[src/rtl/fifo_ctrl_pkg.sv]
// fifo_ctrl_pkg: state encoding, clog2 helper and FIFO constants shared by the FIFO write path.
package fifo_ctrl_pkg;
  typedef enum logic {ST_IDLE = 1'b0, ST_BURST = 1'b1} state_t;
  localparam int DATA_W_DEF = 4;
  localparam int FIFO_DEPTH = 16;
  function automatic int clog2(input int v);
    int r = 0;
    while ((1 << r) < v) r++;
    return r;
  endfunction
endpackage

[src/rtl/fifo_rr_write_arbiter_rr_pick.sv]
// rr_pick: rotate-priority picker, first requester after last in circular order.
module rr_pick import fifo_ctrl_pkg::*; #(
  parameter int N = 4,
  localparam int W = clog2(N)
) (
  input  logic [N-1:0] req,
  input  logic [W-1:0] last,
  output logic [W-1:0] grant,
  output logic         any
);
  // Scanning from the far end lets the nearest requester win.
  always_comb begin
    grant = '0;
    for (int k = N; k >= 1; k--)
      if (req[(int'(last) + k) % N]) grant = W'((int'(last) + k) % N);
  end
  assign any = |req;
endmodule

[src/rtl/fifo_rr_write_arbiter.sv]
// fifo_rr_write_arbiter: round-robin burst arbitration of N_REQ producers onto one FIFO write port.
module fifo_rr_write_arbiter import fifo_ctrl_pkg::*; #(
  parameter int N_REQ = 4,
  parameter int DATA_W = DATA_W_DEF,
  parameter int MAX_BURST = 4,
  localparam int OW = clog2(N_REQ),
  localparam int CW = clog2(MAX_BURST + 1)
) (
  input  logic                    clk,
  input  logic                    rst,
  input  logic [N_REQ-1:0]        req,
  input  logic [N_REQ*DATA_W-1:0] req_data,
  output logic [N_REQ-1:0]        ack,
  input  logic                    fifo_full,
  output logic                    fifo_write_enb,
  output logic [DATA_W-1:0]       fifo_datain,
  output logic [OW-1:0]           owner,
  output logic                    busy
);
  state_t state, state_nxt;
  logic [OW-1:0] last_owner, pick;
  logic [CW-1:0] burst_cnt;
  logic any, wr, last_word;
  rr_pick #(.N(N_REQ)) u_pick (.req(req), .last(last_owner), .grant(pick), .any(any));
  assign busy = state == ST_BURST;
  assign wr = busy & req[owner] & ~fifo_full;
  assign last_word = burst_cnt == CW'(MAX_BURST - 1);
  assign fifo_write_enb = wr;
  assign ack = wr ? N_REQ'(1) << owner : '0;
  assign fifo_datain = busy ? req_data[int'(owner)*DATA_W +: DATA_W] : '0;
  // A full stall keeps the grant; only a dropped request or the last word ends it.
  always_comb begin
    state_nxt = state;
    state_nxt = busy ? ((!req[owner] || (wr && last_word)) ? ST_IDLE : ST_BURST)
                     : (any ? ST_BURST : ST_IDLE);
  end
  always_ff @(posedge clk or posedge rst)
    if (rst) state <= ST_IDLE;
    else state <= state_nxt;
  always_ff @(posedge clk or posedge rst)
    if (rst) begin
      owner <= '0;
      last_owner <= OW'(N_REQ - 1);
      burst_cnt <= '0;
    end else if (!busy) begin
      burst_cnt <= '0;
      if (any) owner <= pick;
    end else begin
      if (state_nxt == ST_IDLE) last_owner <= owner;
      if (wr) burst_cnt <= last_word ? '0 : burst_cnt + CW'(1);
    end
endmodule

[config.mk]
export PLATFORM = sky130hd
export DESIGN_NAME = fifo_rr_write_arbiter
export DESIGN_NICKNAME = d
export VERILOG_FILES = /design/src/rtl/fifo_ctrl_pkg.sv /design/src/rtl/fifo_rr_write_arbiter_rr_pick.sv /design/src/rtl/fifo_rr_write_arbiter.sv
export SDC_FILE = /design/constraint.sdc
export NUM_CORES = 1
export LEC_CHECK = 0
export BUFFER_PORTS_ARGS = -buffer_cell sky130_fd_sc_hd__buf_2
export CORE_MARGIN = 1.5
export CORE_UTILIZATION = 38
export CTS_CLUSTER_DIAMETER = 80
export DETAILED_ROUTE_END_ITERATION = 6
export PLACE_DENSITY = 0.74
export SKIP_CTS_REPAIR_TIMING = 1
export SLEW_MARGIN = 20
export SYNTH_ARGS = -nofsm -noshare
export SYNTH_HDL_FRONTEND = slang
export SYNTH_SLANG_ARGS = --single-unit
[constraint.sdc]
create_clock -name clk -period 1.5 [get_ports clk]
set_input_delay 0.3 -clock clk [delete_from_list [all_inputs] [get_ports clk]]
set_output_delay 0.3 -clock clk [all_outputs]
set_load 0.01 [all_outputs]
==> key figures, run 1 <==
Run status
  • Outcome: finished with violations
  • Failing checks: setup timing

Timing
  • Fmax: 508 MHz
  • Slew headroom: 0.798
  • Final count of pins violating max slew: 0
  • Min Hold Slack: 0.418 ns
  • Skew final: 0.00514 ns
  • Final setup viols: 12
  • Min Tclk post-route: 1.97 ns
  • Least-Margin Pin Slew: 0.302 ns
  • RSZ-0062 raised after global routing: true
  • Fin Setup TNS: -4.05 ns
  • Final Hold Vio Count: 0
  • Setup ws final: -0.469 ns
  • Final Cycle Share: 1.31

Power and ir drop
  • Internal power: 0.000996 W
  • Reg power frac: 0.245
  • Total chip power: 0.00161 W
  • PwrDens: 1720 nW/µm²
  • Comb power frac: 0.641
  • Max IR drop VDD: 950 µV
  • Switching Power: 0.000616 W
  • Clock group share of total power: 0.114
  • Switch share: 0.382
  • Leak Pwr: 0.466 nW

Worst hold path
  • HP Class: input port to flop
  • Hold path depth: 4
  • HP Start: fifo_full

Setup path
  • CP Capture Type: primary output
  • Critical Path AT: 1.67 ns
  • Crit-path max cell delay: 0.52 ns
  • Worst Setup SP: owner[0]
  • RR Startpoint: owner[0]
  • Kind of start point of the critical path: flop
  • R2r worst-path depth: 6
  • Worst Path Required: 1.20 ns
  • Cells along the critical path: mux4_2, and3b_2, and3_4, buf_6
  • Crit Path Class: flop to primary output
  • Crit path max-delay cell type: mux4_2
  • Crit Path Max Fanout: 5

Layout
  • Fraction of layout instances using a drive strength above 1: 0.570
  • # diodes: 0
  • Fin cells: 123
  • Nets: 132
  • Layout area overhead: 49.0%

Global routing
  • GRT Overall Usage: 0.163
  • Overflow left after global routing: 0
  • Vias in the first global route: 580
  • Initial antenna violation count: 0
  • First-pass GRT wire length: 2.31 mm
  • Largest net degree at the start of global routing: 18

Floorplanning
  • IO Count: 35
  • Die area: 1910 µm²
  • Die Width: 43.7 µm
  • Initial Util: 0.412
  • Core area: 1520 µm²
  • Die Span Y: 43.7 µm
  • Cell Rows: 14

Clocking
  • Htree depth: 1
  • Clock latency on the worst-skew pair: 0.26 ns
  • CTS tree: yes
  • Total clock sinks: 8
  • CTS Buf Count: 3
  • Clock root buffer: clkbuf_4
  • CTS clk-pin slew, worst paths: 0.05 ns
  • Clock buffer depth: 2

Place
  • Final Wtd Congestion: 0.771
  • I/O Buffers: 34
  • DP Worst Slack: -0.210 ns
  • DP Cell Count: 117

Detailed routing
  • Final antenna-violating net count: 0
  • Remaining DRCs: 0
  • Vias/cell: 5.23
  • Via count: 643
  • Total wire length: 1.45 mm
  • TritonRoute pass-1 iters: 2
  • Initial DRC Count: 1
  • WL/cell: 11.8 µm

Synth
  • Post-synth cell types: 31
  • Mapped Cells: 64
  • Syn nets: 88
  • Synthesized area: 628 µm²
  • Synth top area cells: dfrtp_1, mux4_2, dfstp_2, and2_1, o21ai_0
  • Most used DFF post-synth: dfrtp_1
  • Post-synth top area share: 0.239
  • Synth Register Bits: 8
  • EDFF count, synth: 0
  • Synthesis Warnings: 0
  • Sequential share of the synthesized area: 0.323
  • Syn Area/Cell: 9.81 µm²
  • Share of flip-flops with an asynchronous set or reset: 1.00
  • Area leader, netlist: dfrtp_1

Flow run
  • Number of max-cap violations: 0
## cell usage after synthesis, types with 2 or more instances
cell	number
a21oi_1	3
nor2_1	3
dfstp_2	2
clkbuf_1	4
mux2i_1	2
nand2_1	6
dfrtp_1	6
inv_1	3
and2_1	5
mux4_2	5
o21ai_0	5
## layout make-up
class / count / area, µm²
Fill cell: 135 / 588
Multi-Input combinational cell: 47 / 410
Timing Repair Buffer: 45 / 265
Sequential cell: 8 / 203
Clock buffer: 4 / 26.3
Tap cell: 16 / 20.0
Inverter: 3 / 11.3
## metrics by stage
stage	utilization	instance area, µm²
3_5_place_dp	0.567	863
5_1_grt	0.614	936
3_3_place_gp	0.567	863
4_1_cts	0.584	890
6_report	0.614	936
2_1_floorplan	-	637
## cell usage in the layout, fill, tap and decap left out, types with 2 or more instances in the layout
cell      instances
dfstp_2           2
o21ai_1           3
buf_6             2
inv_1             3
nand2_1           6
mux4_2            5
buf_2            33
buf_4             9
dfrtp_1           6
o21ai_0           2
and2_1            4
clkbuf_4          3
mux2i_1           2
nor2_1            3
a21oi_1           3
## critical path, delay by kind of cell, from the launching register on
kind | cells | cell delay [ns]
mux | 1 | 0.52
simple gates | 2 | 0.42
flops | 1 | 0.36
buf+inv | 1 | 0.11
## power by group through the flow
stage / Sequential, W / Clock (W) / Combinational [W]
6_report: 0.000395 / 0.000183 / 0.00103
5_1_grt: 0.000404 / 0.000197 / 0.00114
4_1_cts: 0.000396 / 0.000191 / 0.000953
3_5_place_dp: 0.000400 / 0 / 0.000947
3_3_place_gp: 0.000396 / 0 / 0.000936
2_1_floorplan: 0.000392 / 0 / 0.000673
## logic make-up after synthesis
kind of cell / share of synthesized area
buffers and inverters: 0.0677
AO/OA/AOI/OAI: 0.151
flip-flops: 0.323
AND/OR/NAND/NOR: 0.209
adder cells (fa/ha/maj): 0.0199
multiplexers: 0.229
## final timing paths
kind | endpoint | slack (ns)
worst max register to register | last_owner[1] | -0.23
min in group asynchronous | busy | 0.52
worst min-delay path | last_owner[0] | 0.42
worst max-delay path | ack[3] | -0.47
worst min register to register | burst_cnt[2] | 0.50
max in group asynchronous | last_owner[1] | 0.69
## per-layer routing
metal	GRT usage	wire (µm)	vias to the layer above
li1	-	-	322
met1	0.170	579	286
met3	0.0417	164	4
met4	0.0909	27	0
met2	0.291	679	31
met5	0	0	-
## state kept, by name, summed over array words and instances, names as in the netlist
signal and cells:
busy 1, last_owner 2, owner 2, burst_cnt 3
No activity file was read; power rests on OpenSTA's default activity.
==> run 2: changes to the inputs <==
CELL_PAD_IN_SITES_DETAIL_PLACEMENT = 1   (was not set)
CELL_PAD_IN_SITES_GLOBAL_PLACEMENT = 1   (was not set)
CORE_ASPECT_RATIO = 1.75   (was not set)
CORE_UTILIZATION = 27   (was 38)
MAX_ROUTING_LAYER = met4   (was not set)
PLACE_DENSITY = 0.73   (was 0.74)
==> run 2 against run 1 <==
The run still ends with setup timing left. Clock power rose by 42%. Critical path depth is the same. Sequential power grew 3%. Hold slack got worse by 0.40 ns. Sequential cell count did not move. Sequential share of layout area decreased by 0.37 points. Utilization decreased by 19 points. Maximum frequency hardly changed. Non-clock buffer count unchanged.
==> key figures, run 2 (synthesis results as in run 1) <==
Power and ir drop
  • Comb power frac: 0.615 (-0.026)
  • Leak Pwr: 0.471 nW (+0.94%)
  • Clock group share of total power: 0.150 (+0.036)
  • Switch share: 0.378 (-0.00364)
  • Max IR drop VDD: 841 µV (-11%)
  • Internal power: 0.00107 W (+7.4%)
  • Reg power frac: 0.235 (-0.010)
  • PwrDens: 1810 nW/µm² (+5.0%)
  • Switching Power: 0.000652 W (+5.8%)

Setup path
  • RR Startpoint: owner[0]
  • Cells along the critical path: mux4_2, and3b_2, and3_4, buf_6
  • R2r worst-path depth: 6 (unchanged)
  • Crit Path Max Fanout: 5 (unchanged)
  • Crit path max-delay cell type: mux4_2
  • Bufs and invs on worst path: 1 (unchanged)
  • Critical Path AT: 1.67 ns (about the same)
  • Kind of start point of the critical path: flop
  • Delay-heaviest family, CP: multiplexers
  • Crit Path Class: flop to primary output
  • Crit-path max cell delay: 0.52 ns (about the same)
  • FF-to-FF setup slack: -0.25 ns (-0.02 ns)
  • R2r endpoint: last_owner[1]
  • CP Capture Type: primary output
  • Worst Path Required: 1.20 ns (about the same)

Detailed routing
  • Vias/cell: 5.19 (-0.70%)
  • TritonRoute pass-1 iters: 4 (+2)
  • Final antenna-violating net count: 0 (unchanged)
  • Via count: 680 (+5.8%)
  • Remaining DRCs: 0 (unchanged)
  • Initial DRC Count: 22 (+21)
  • WL/cell: 15.4 µm (+31%)
  • Total wire length: 2.02 mm (+39%)

Floorplanning
  • Initial Util: 0.280 (-0.132)
  • Core area: 2240 µm² (+47%)
  • Cell Rows: 23 (+9)
  • IO Count: 35 (unchanged)
  • Die Width: 39.5 µm (-9.6%)
  • Die area: 2640 µm² (+38%)
  • Die Span Y: 66.8 µm (+53%)

Layout
  • Nets: 132 (unchanged)
  • Fillers: 290 (+110%)
  • Post-route cell area: 952 µm² (+1.7%)
  • Commonest non-fill, non-tap cells in the layout: buf_2, buf_4, nand2_1, dfrtp_1, mux4_2
  • Layout area overhead: 51.6%
  • Most common cell after layout, fill and taps aside: buf_2
  • Top reg by flops: burst_cnt
  • # diodes: 0 (unchanged)
  • FF/Latch Area: 203 µm² (unchanged)
  • Max FFs per register: 3 (unchanged)
  • Fraction of layout instances using a drive strength above 1: 0.594 (+0.0242)
  • Multi-input logic area: 407 µm² (-0.91%)
  • Fin cells: 131 (+6.5%)
  • Top flop regs: burst_cnt (3), last_owner (2), owner (2)

Clocking
  • Htree depth: 1 (unchanged)
  • Clock latency on the worst-skew pair: 0.23 ns (-0.03 ns)
  • CTS Buf Count: 3 (unchanged)
  • CTS tree: yes
  • Clock buffer depth: 2 (unchanged)
  • Total clock sinks: 8 (unchanged)
  • CTS clk-pin slew, worst paths: 0.04 ns (about the same)
  • Clock root buffer: clkbuf_8

Global routing
  • GRT Overall Usage: 0.168 (+0.00504)
  • Vias in the first global route: 728 (+26%)
  • Largest net degree at the start of global routing: 18 (unchanged)
  • Initial antenna violation count: 0 (unchanged)
  • First-pass GRT wire length: 3.02 mm (+31%)
  • Overflow left after global routing: 0 (unchanged)

Timing
  • Skew final: 0.00376 ns (-0.00138 ns)
  • Least-Margin Pin Slew: 0.326 ns (+0.0235 ns)
  • RSZ-0062 raised after global routing: true
  • Fmax: 508 MHz (about the same)
  • Final setup viols: 14 (+2)
  • Final Cycle Share: 1.31 (about the same)
  • Final Hold Vio Count: 0 (unchanged)
  • Min Tclk post-route: 1.97 ns (-0.000570 ns)
  • Slew headroom: 0.783 (-0.0157)
  • Setup ws final: -0.468 ns (+0.000570 ns)
  • Final count of pins violating max slew: 0 (unchanged)

Worst hold path
  • HP Class: input port to async pin

Run status
  • Failing checks: setup timing
  • Outcome: finished with violations

Place
  • Placement-stage cell area: 882 µm² (+2.2%)
  • Final Wtd Congestion: 0.772 (+0.18%)
  • DP Cell Count: 127 (+8.5%)
  • I/O Buffers: 34 (unchanged)
  • Post-DP HPWL: 1.60 mm

Flow run
  • Number of max-cap violations: 0 (unchanged)
-- run 2: worst max path at each step --
stage                   to      from  slack [ns]  cells past startpoint
finish              ack[3]  owner[0]       -0.47                      4
global route        ack[3]  owner[0]       -0.51                      4
CTS                 ack[3]  owner[0]       -0.46                      4
detailed placement  ack[3]    req[3]       -0.22                      5
global placement    ack[3]    req[3]       -0.19                      5
floorplan           ack[3]  owner[0]       -0.22                      4
-- run 2: stage by stage --
step	setup TNS [ns]	hold slack (ns)	worst slack, ns	utilization	power (W)
floorplan	-1.45	0.114	-0.223	-	0.00107
global placement	-1.38	0.263	-0.193	0.393	0.00137
detailed placement	-1.76	0.267	-0.221	0.393	0.00141
CTS	-3.94	0.0255	-0.456	0.411	0.00168
global route	-5.07	0.0506	-0.513	0.424	0.00186
finish	-4.14	0.0170	-0.468	0.424	0.00172
-- run 2: final cells by class --
| class | count | share of cell area |
|---|---|---|
| clock buffers | 3 | 0.0434 |
| inverters | 3 | 0.0118 |
| multi-input cells | 47 | 0.427 |
| flip-flops and latches | 8 | 0.213 |
| well taps | 25 | 0.0329 |
| repair buffers | 45 | 0.272 |
-- run 2: worst register-to-register path, cell delays in order (launching register included) --
cell and delay, ns:
dfrtp_1 0.36, mux4_2 0.52, buf_4 0.15, buf_4 0.13, o21ai_2 0.06, and2_4 0.17
mux2_4 0.29
-- run 2: routing by layer --
metal  global-route usage  part of all wire
met1                0.147              0.33
met2                0.324              0.60
met3               0.0200             0.067
met4               0.0733            0.0045
met5                    -                 0
-- run 2: power by group through the flow --
stage	clock, W	sequential [W]	combinational (W)
4_1_cts	0.000265	0.000404	0.00101
5_1_grt	0.000278	0.000417	0.00117
3_3_place_gp	0	0.000400	0.000972
3_5_place_dp	0	0.000406	0.00100
2_1_floorplan	0	0.000392	0.000673
6_report	0.000259	0.000405	0.00106
